===== config.mk =====
export PLATFORM = sky130hd
export DESIGN_NAME = wb_stage_multi
export DESIGN_NICKNAME = d
export VERILOG_FILES = /design/src/rtl/wb_stage_multi_pkg.sv /design/src/rtl/wb_stage_multi_trace_serializer.sv /design/src/rtl/wb_stage_multi.sv
export SDC_FILE = /design/constraint.sdc
export NUM_CORES = 1
export LEC_CHECK = 0
export CAP_MARGIN = 0
export CELL_PAD_IN_SITES_DETAIL_PLACEMENT = 1
export CELL_PAD_IN_SITES_GLOBAL_PLACEMENT = 1
export CORE_ASPECT_RATIO = 2
export CORE_MARGIN = 1.5
export CORE_UTILIZATION = 36
export DETAILED_ROUTE_END_ITERATION = 6
export PLACE_DENSITY = 0.91
export SLEW_MARGIN = 20
export SYNTH_ARGS = -nofsm -noshare
export SYNTH_HDL_FRONTEND = slang
export SYNTH_HIERARCHICAL = 1
export SYNTH_SLANG_ARGS = --single-unit

===== constraint.sdc =====
create_clock -name clk -period 4.9 [get_ports clk]
set_input_delay 0.98 -clock clk [delete_from_list [all_inputs] [get_ports clk]]
set_output_delay 0.98 -clock clk [all_outputs]
set_load 0.02 [all_outputs]

===== src/rtl/wb_stage_multi_pkg.sv =====
// Shared types and lane-bus field layout for the multi-issue writeback stage.
// Lane bus layout, MSB to LSB: {gr_we, dest, result, pc}.
package wb_stage_multi_pkg;

    typedef enum logic [0:0] {
        TR_IDLE  = 1'b0,
        TR_DRAIN = 1'b1
    } tr_state_e;

    function automatic int lane_wd(input int xlen, input int reg_aw);
        return 1 + reg_aw + 2 * xlen;
    endfunction

    function automatic int pc_lsb(input int xlen);
        return 0 * xlen;
    endfunction

    function automatic int result_lsb(input int xlen);
        return xlen;
    endfunction

    function automatic int dest_lsb(input int xlen);
        return 2 * xlen;
    endfunction

    function automatic int gr_we_bit(input int xlen, input int reg_aw);
        return 2 * xlen + reg_aw;
    endfunction

endpackage


===== src/rtl/wb_stage_multi_trace_serializer.sv =====
// Serialises the held writeback group onto the debug trace port, one lane per beat,
// and tells the group register when the last beat has been taken.
//
// state    | meaning
// TR_IDLE  | no group held, nothing to offer
// TR_DRAIN | group held, offering the lowest pending lane as a beat
module wb_trace_serializer
    import wb_stage_multi_pkg::*;
#(
    parameter int NUM_LANES = 2,
    parameter int XLEN      = 32,
    parameter int REG_AW    = 5
) (
    input  logic                        clk,
    input  logic                        resetn,
    input  logic [NUM_LANES-1:0]        es_valid,
    input  logic                        allowin,
    input  logic [NUM_LANES-1:0]        lane_wmask,
    input  logic [NUM_LANES*XLEN-1:0]   lane_pc,
    input  logic [NUM_LANES*REG_AW-1:0] lane_dest,
    input  logic [NUM_LANES*XLEN-1:0]   lane_result,
    input  logic                        trace_ready,
    output logic                        ws_ready_go,
    output logic                        trace_valid,
    output logic [XLEN-1:0]             trace_pc,
    output logic                        trace_we,
    output logic [REG_AW-1:0]           trace_wnum,
    output logic [XLEN-1:0]             trace_wdata
);

    localparam logic [NUM_LANES-1:0] ONE = 1;

    tr_state_e            state_q, state_d;
    logic [NUM_LANES-1:0] pending_q, pending_d;
    logic [NUM_LANES-1:0] pick;
    logic                 last_beat;
    logic                 handshake;
    logic                 accept_new;

    // Isolates the lowest set bit: the oldest lane still waiting for its beat.
    assign pick        = pending_q & (~pending_q + ONE);
    assign trace_valid = (state_q == TR_DRAIN);
    assign handshake   = trace_valid & trace_ready;
    assign last_beat   = trace_valid & ($countones(pending_q) == 1);
    assign ws_ready_go = last_beat & trace_ready;
    assign accept_new  = allowin & (|es_valid);

    always_comb begin
        state_d   = state_q;
        pending_d = pending_q;
        case (state_q)
            TR_IDLE: begin
                if (accept_new) begin
                    pending_d = es_valid;
                    state_d   = TR_DRAIN;
                end
            end
            TR_DRAIN: begin
                if (handshake) begin
                    pending_d = pending_q & ~pick;
                    if (ws_ready_go) begin
                        if (accept_new) begin
                            pending_d = es_valid;
                        end else begin
                            state_d = TR_IDLE;
                        end
                    end
                end
            end
        endcase
    end

    always_ff @(posedge clk or negedge resetn) begin
        if (!resetn) begin
            state_q   <= TR_IDLE;
            pending_q <= '0;
        end else begin
            state_q   <= state_d;
            pending_q <= pending_d;
        end
    end

    always_comb begin
        trace_pc    = '0;
        trace_we    = 1'b0;
        trace_wnum  = '0;
        trace_wdata = '0;
        for (int i = 0; i < NUM_LANES; i++) begin
            if (pick[i]) begin
                trace_pc    = trace_pc    | lane_pc[i*XLEN +: XLEN];
                trace_we    = trace_we    | lane_wmask[i];
                trace_wnum  = trace_wnum  | lane_dest[i*REG_AW +: REG_AW];
                trace_wdata = trace_wdata | lane_result[i*XLEN +: XLEN];
            end
        end
    end

endmodule


===== src/rtl/wb_stage_multi.sv =====
// Multi-issue writeback stage: holds one EX group, writes the regfile in program
// order (younger lane wins same-register collisions), forwards, counts retirements.
module wb_stage_multi
    import wb_stage_multi_pkg::*;
#(
    parameter int  NUM_LANES = 2,
    parameter int  XLEN      = 32,
    parameter int  REG_AW    = 5,
    parameter int  TRACE_EN  = 1,
    localparam int LANE_WD   = lane_wd(XLEN, REG_AW)
) (
    input  logic                         clk,
    input  logic                         resetn,
    input  logic [NUM_LANES-1:0]         es_to_ws_valid,
    input  logic [NUM_LANES*LANE_WD-1:0] es_to_ws_bus,
    output logic                         ws_allowin,
    output logic [NUM_LANES-1:0]         rf_we,
    output logic [NUM_LANES*REG_AW-1:0]  rf_waddr,
    output logic [NUM_LANES*XLEN-1:0]    rf_wdata,
    output logic [NUM_LANES-1:0]         ws_fwd_valid,
    output logic [NUM_LANES*REG_AW-1:0]  ws_fwd_dest,
    output logic [NUM_LANES*XLEN-1:0]    ws_fwd_data,
    output logic                         trace_valid,
    input  logic                         trace_ready,
    output logic [XLEN-1:0]              trace_pc,
    output logic                         trace_we,
    output logic [REG_AW-1:0]            trace_wnum,
    output logic [XLEN-1:0]              trace_wdata,
    output logic [63:0]                  instret
);

    localparam int PC_LSB  = pc_lsb(XLEN);
    localparam int RES_LSB = result_lsb(XLEN);
    localparam int DST_LSB = dest_lsb(XLEN);
    localparam int WE_BIT  = gr_we_bit(XLEN, REG_AW);

    logic [NUM_LANES-1:0] ws_valid_q, ws_valid_d;
    logic [LANE_WD-1:0]   bus_q [NUM_LANES];
    logic [LANE_WD-1:0]   bus_d [NUM_LANES];
    logic [63:0]          instret_q, instret_d;

    logic                 ws_ready_go;
    logic                 retire;
    logic [NUM_LANES-1:0] lane_gr_we;
    logic [NUM_LANES-1:0] lane_fwd;
    logic [NUM_LANES-1:0] wr_mask;
    logic [REG_AW-1:0]    lane_dest [NUM_LANES];
    logic [XLEN-1:0]      lane_res  [NUM_LANES];
    logic [NUM_LANES*XLEN-1:0] pc_flat;

    assign ws_allowin = (ws_valid_q == '0) | ws_ready_go;
    assign retire     = (|ws_valid_q) & ws_ready_go;
    assign instret    = instret_q;

    always_comb begin
        for (int i = 0; i < NUM_LANES; i++) begin
            lane_gr_we[i]             = bus_q[i][WE_BIT];
            lane_dest[i]              = bus_q[i][DST_LSB +: REG_AW];
            lane_res[i]               = bus_q[i][RES_LSB +: XLEN];
            pc_flat[i*XLEN +: XLEN]   = bus_q[i][PC_LSB +: XLEN];
        end
    end

    // A lane's write is suppressed when any younger valid lane writes the same register.
    always_comb begin
        for (int i = 0; i < NUM_LANES; i++) begin
            lane_fwd[i] = ws_valid_q[i] & lane_gr_we[i] & (lane_dest[i] != '0);
            wr_mask[i]  = lane_fwd[i];
            for (int j = 0; j < NUM_LANES; j++) begin
                if ((j > i) && ws_valid_q[j] && lane_gr_we[j] && (lane_dest[j] == lane_dest[i])) begin
                    wr_mask[i] = 1'b0;
                end
            end
        end
    end

    always_comb begin
        ws_valid_d = ws_valid_q;
        bus_d      = bus_q;
        if (ws_allowin) begin
            ws_valid_d = es_to_ws_valid;
            for (int i = 0; i < NUM_LANES; i++) begin
                if (es_to_ws_valid[i]) begin
                    bus_d[i] = es_to_ws_bus[i*LANE_WD +: LANE_WD];
                end
            end
        end
        instret_d = instret_q + (retire ? 64'($countones(ws_valid_q)) : 64'd0);
    end

    always_ff @(posedge clk or negedge resetn) begin
        if (!resetn) begin
            ws_valid_q <= '0;
            instret_q  <= '0;
            for (int i = 0; i < NUM_LANES; i++) begin
                bus_q[i] <= '0;
            end
        end else begin
            ws_valid_q <= ws_valid_d;
            instret_q  <= instret_d;
            for (int i = 0; i < NUM_LANES; i++) begin
                bus_q[i] <= bus_d[i];
            end
        end
    end

    always_comb begin
        rf_we        = retire ? wr_mask : '0;
        ws_fwd_valid = lane_fwd;
        for (int i = 0; i < NUM_LANES; i++) begin
            rf_waddr[i*REG_AW +: REG_AW]    = lane_dest[i];
            rf_wdata[i*XLEN +: XLEN]        = lane_res[i];
            ws_fwd_dest[i*REG_AW +: REG_AW] = lane_dest[i];
            ws_fwd_data[i*XLEN +: XLEN]     = lane_res[i];
        end
    end

    if (TRACE_EN != 0) begin : g_trace
        wb_trace_serializer #(
            .NUM_LANES (NUM_LANES),
            .XLEN      (XLEN),
            .REG_AW    (REG_AW)
        ) u_trace (
            .clk         (clk),
            .resetn      (resetn),
            .es_valid    (es_to_ws_valid),
            .allowin     (ws_allowin),
            .lane_wmask  (wr_mask),
            .lane_pc     (pc_flat),
            .lane_dest   (rf_waddr),
            .lane_result (rf_wdata),
            .trace_ready (trace_ready),
            .ws_ready_go (ws_ready_go),
            .trace_valid (trace_valid),
            .trace_pc    (trace_pc),
            .trace_we    (trace_we),
            .trace_wnum  (trace_wnum),
            .trace_wdata (trace_wdata)
        );
    end else begin : g_no_trace
        assign ws_ready_go = 1'b1;
        assign trace_valid = 1'b0;
        assign trace_pc    = '0;
        assign trace_we    = 1'b0;
        assign trace_wnum  = '0;
        assign trace_wdata = '0;
    end

endmodule


Yosys cells after proc, flatten, opt, wreduce, memory -nomap -nowiden

Index checks and enable logic that the tools add are counted.

Add/sub/neg operators: 4
Equal/unequal tests: 4
Multiplexer cells: 20
Bitwise operators: 19
Reductions and logical operators: 10

Operator list:

| cell                | number |
|---|---|
| $mux 32             | 4 |
| $add 64x2->64       | 1 |
| $or 32x32->32       | 2 |
| $eq 32x2->1 const B | 1 |
| $mux 2              | 6 |
| $mux 5              | 2 |
| $reduce_bool 5->1   | 2 |
| $and 1x1->1         | 9 |
| $mux 1              | 6 |
| $reduce_and 2->1    | 3 |
| $eq 5x5->1          | 1 |
| $or 5x5->5          | 1 |
| $add 1x1->2         | 2 |
| $and 2x2->2         | 2 |
| $not 2->2           | 2 |
| $pmux 2 s2          | 1 |
| $reduce_or 2->1     | 2 |
| $add 2x1->2 const B | 1 |
| $logic_and 1x1->1   | 2 |
| $logic_not 2->1     | 1 |
| $ne 2x1->1 const B  | 1 |
| $ne 2x2->1 const B  | 1 |
| $or 1x1->1          | 2 |
| $pmux 1 s2          | 1 |
| $not 1->1           | 1 |

Bits in registers: 209
Input bits: 145
Output and inout port bits: 288
Logic and storage cells: 63

Longest topological paths before layout

Word-level depth: 10
Gate-level depth with buffers: 16
Gate-level depth less buffers: 13

Cells and area by module

The synthesis kept the hierarchy.

Modules (own cells, without submodules):

| module              | times used | cells an instance | area an instance (um2) | sequential area each (um2) |
|---|---|---|---|---|
| wb_stage_multi      | 1          | 748               | 9567.9                 | 5154.9 |
| wb_trace_serializer | 1          | 107               | 1006.0                 | 75.1 |

Least setup slack after synthesis

OpenSTA, ideal clock, no wires.

Path kind: input -> register
From: in trace_ready
To: reg instret_q[38] (netlist: instret[38])
Setup time: 0.131 ns
Arrival time: 3.231 ns
Data required time: 4.769 ns
Slack: 1.538 ns
Cell stages on the path: 12
Buffers on the path: 0
Path through: nand2_2 nor2_1 nor2b_1 and2_1 ha_1 inv_1 fa_1 nand4b_1 nor4_4 and4_1 nand3_1 xnor2_1

Word-level cells in the longest chain between the ends: 4

Ends and longest elaborated chain:

| element                 | RTL line                              | RTL |
|---|---|---|
| from (decl)             | wb_stage_multi.sv:24                  | `input logic trace_ready,` |
| $and 1x1->1             | wb_stage_multi_trace_serializer.sv:45 | `assign ws_ready_go = last_beat & trace_ready;` |
| named net ws_ready_go   | wb_stage_multi.sv:42                  | `logic ws_ready_go;` |
| $and 1x1->1             | wb_stage_multi.sv:52                  | `assign retire = (\|ws_valid_q) & ws_ready_go;` |
| $mux 2                  | wb_stage_multi.sv:88                  | `instret_d = instret_q + (retire ? 64'($countones(ws_valid_q)) : 64'd0);` |
| $add 64x2->64           | wb_stage_multi.sv:88                  |  |
| named net instret_d[38] | wb_stage_multi.sv:40                  | `logic [63:0] instret_q, instret_d;` |
| to (signal assigned)    | wb_stage_multi.sv:100                 | `instret_q <= instret_d;` |
| to (decl)               | wb_stage_multi.sv:40                  |  |

The timed path passes the listed nets, and every way through them passes these cells.
A chain may end at the register's enable or synchronous reset.

Worst setup path after layout

From: in trace_ready
To: reg instret_q[58] (netlist: instret[58])

Same word-level chain as after synthesis.

==> impl_metrics.csv <==
group,metric,value,unit
run_status,status,"completed",
sta,worstMarginPinSlew,1080,ps
logic_synthesis,synthCells,855,
floorplan,start_util,36.7,%
grt,grt_pass1_wl,51500,um
clock_tree,cts-root-buf,"clkbuf_16",
clock_tree,hold_buffers,0,
logic_synthesis,synth_nets,1007,
logic_synthesis,synth-compound-area-share,6.71,%
grt,antenna_found_initial,1,
layout,nNetsFinal,1285,
grt,grt_usage,22.4,%
layout,drive_gt1_share,18.5,%
sta,tns,0,ps
hold_path,hp-class,"reg2reg",
sta,rsz0062_at_grt,"no",
route,initialDrtViolationCount,232,
floorplan,die_h,245,um
sta,period_needed,4030,ps
clock_tree,post_cts_buffers,0,
hold_path,hold_depth,1,
sta,final_max_slew_viol_count,0,
clock_tree,cts.sinks,209,
logic_synthesis,synth_area,10600,um2
power_and_ir_drop,power,3520,uW
logic_synthesis,synth_adder_area_share,0.899,%
logic_synthesis,ys_types,49,
worst_setup_path,critPathLaunchType,"input pin",
route,first_pass_iters,4,
worst_setup_path,endpoint_kind,"flop",
worst_setup_path,cp-startpoint,"trace_ready",
clock_tree,clk_pin_slew,60,ps
place,port_buffers,432,
worst_setup_path,rr_startpoint,"g_trace.u_trace/pending_q[0]",
clock_tree,cts.path.max_buffers,3,
clock_tree,cts_made_buffers,21,
clock_tree,htree_levels,1,
sta,max_freq,0.248,GHz
sta,finalSetupViolations,0,
worst_setup_path,arrival,4460,ps
logic_synthesis,synth_top_family_by_area,"multiplexers",
logic_synthesis,ys_seq_area_share,49.5,%
route,via_per_inst,5.10,
logic_synthesis,synth-simple-area-share,8.92,%
worst_setup_path,rrSetupSlack,1190,ps
place,gp_congestion,0.851,
sta,fin_crit_sh,82.2,%
grt,grt_pass1_vias,8577,
sta,final.setup_skew,16.3,ps
worst_setup_path,worstReg2RegEnd,"instret[58]",
logic_synthesis,avgSynthCellArea,12.4,um2
route,wirelength,34800,um
clock_tree,clock_latency,510,ps
clock_tree,cts_resized,0,
grt,grt_max_degree,108,
sta,slew_headroom,27.8,%
worst_setup_path,critPathMaxFanout,11,
logic_synthesis,ys_seq_elements,209,
worst_setup_path,crit_path_end,"instret[58]",
floorplan,dieArea,30500,um2
floorplan,fp-row-count,88,
floorplan,core-area,28800,um2
power_and_ir_drop,p_leak,0.00680,uW
power_and_ir_drop,power_density,238,nW/um2
worst_setup_path,path_class,"in2reg",
floorplan,die-width,124,um
route,drc,0,
worst_setup_path,reg2reg_depth,13,
logic_synthesis,synth_xor_xnor_area_share,5.55,%
worst_setup_path,cp.required,5330,ps
grt,grt_overflow,0,
power_and_ir_drop,ir_drop,0.253,mV
place,dp_hpwl,25700,um
route,dr_total_vias,7687,
clock_tree,cts_tree,"built",
layout,mostFrequentLayoutCell,"clkdlybuf4s50_1",
logic_synthesis,muxShareOfSynthArea,14.9,%
route,antenna_left,0,
layout,final_cell_mix,"clkdlybuf4s50_1, dfrtp_1, mux2_2",
floorplan,io_pins,433,
logic_synthesis,ys_warn_count,6,
layout,syn_to_final_growth,39.5,%
run,maxCapViolCount,0,
route,post_drt_wl_per_cell,23.1,um
sta,hold_viol,0,
worst max-delay path: stages:
cell and delay (ps):
clkdlybuf4s50_1 520, nand2_2 90, nor2_1 180, nor2b_1 280
and2_1 170, ha_1 170, inv_1 70, fa_1 430
nand4b_1 350, nor4_4 300, nand4_2 410, nor3_1 350
xor2_1 170
cells in the mapped netlist, drive strengths merged:
cell type | instances | area [um2]
and4 | 6 | 55.1
nand4 | 21 | 171
nand4bb | 1 | 11.3
mux2 | 140 | 1580
nor3b | 1 | 12.5
o31a | 1 | 8.76
buf | 174 | 1350
nor2b | 2 | 12.5
nor2 | 32 | 120
nand3b | 1 | 7.51
dfrtp | 209 | 5230
nor4b | 1 | 23.8
and2 | 4 | 25.0
a21oi | 1 | 5.00
ha | 6 | 75.1
a2bb2oi | 1 | 15.0
nor3 | 17 | 120
or3 | 1 | 6.26
clkbuf | 9 | 33.8
fa | 1 | 20.0
xor2 | 36 | 315
o21ai | 4 | 20.0
a22o | 70 | 613
nand2b | 2 | 12.5
o211ai | 2 | 20.0
o311a | 1 | 10.0
o2bb2ai | 1 | 8.76
and3 | 6 | 40.0
xnor2 | 31 | 272
nand4b | 1 | 8.76
nor4 | 3 | 63.8
inv | 13 | 48.8
nand3 | 19 | 108
nand2 | 36 | 145
a21o | 1 | 8.76
layout make-up:
class | instances | area [um2]
inverters | 13 | 48.8
repair buffers | 438 | 4420
diodes | 1 | 2.50
flip-flops and latches | 209 | 5230
clock buffers | 25 | 551
clock inverters | 12 | 121
well taps | 360 | 450
multi-input cells | 450 | 3930
fillers | 2997 | 14100
cell families (layout without fill, tap and decap cells):
logic type / after synthesis / count (layout)
AO/OA/AOI/OAI: 82 / 82
XOR/XNOR: 67 / 67
adder cells (fa/ha/maj): 7 / 7
buffers and inverters: 196 / 488
flip-flops: 209 / 209
multiplexers: 140 / 140
other: 0 / 1
AND/OR/NAND/NOR: 154 / 154
metrics by stage:
stage / hold WS [ps] / setup WS (ps) / std cells / cell area [um2] / utilization, %
after detailed placement: 479 / 336 / 1469 / 14000 / 48.7
after global placement: 475 / 447 / 1469 / 14000 / 48.7
final: 498 / 874 / 1508 / 14800 / 51.1
after global routing: 526 / 559 / 1507 / 14700 / 51.1
after floorplan: 480 / 1540 / 855 / 10600 / -
after CTS: 500 / 878 / 1506 / 14700 / 51.0
power by group:
group / switching [uW] / internal, uW
logic: 55.0 / 103
clock network: 721 / 913
registers: 0 / 1720
registers in the layout (all words and copies together) (netlist names):
name	flops
g_trace.u_trace/trace_valid	1
bus_q	66
rf_wdata	64
ws_valid_q	2
instret	64
rf_waddr	10
g_trace.u_trace/pending_q	2
worst min path at each step:
stage	to	slack, ps	from
4_1_cts	instret[63]	500	instret[63]
3_5_place_dp	instret[63]	480	instret[63]
3_3_place_gp	instret[37]	470	instret[37]
2_1_floorplan	bus_q[69]	480	bus_q[69]
5_1_grt	bus_q[96]	530	bus_q[96]
6_report	instret[17]	500	instret[17]
layer usage:
layer	up-vias	part of all wire, %	wire (um)	global-route usage (%)
li1	3380	-	-	-
met1	3909	33	11400	22.2
met2	309	57	19700	43.4
met3	87	5.5	1910	3.80
met4	2	5.1	1790	10.9
met5	-	0.040	14	0
No activity file was read; power rests on OpenSTA's default activity.
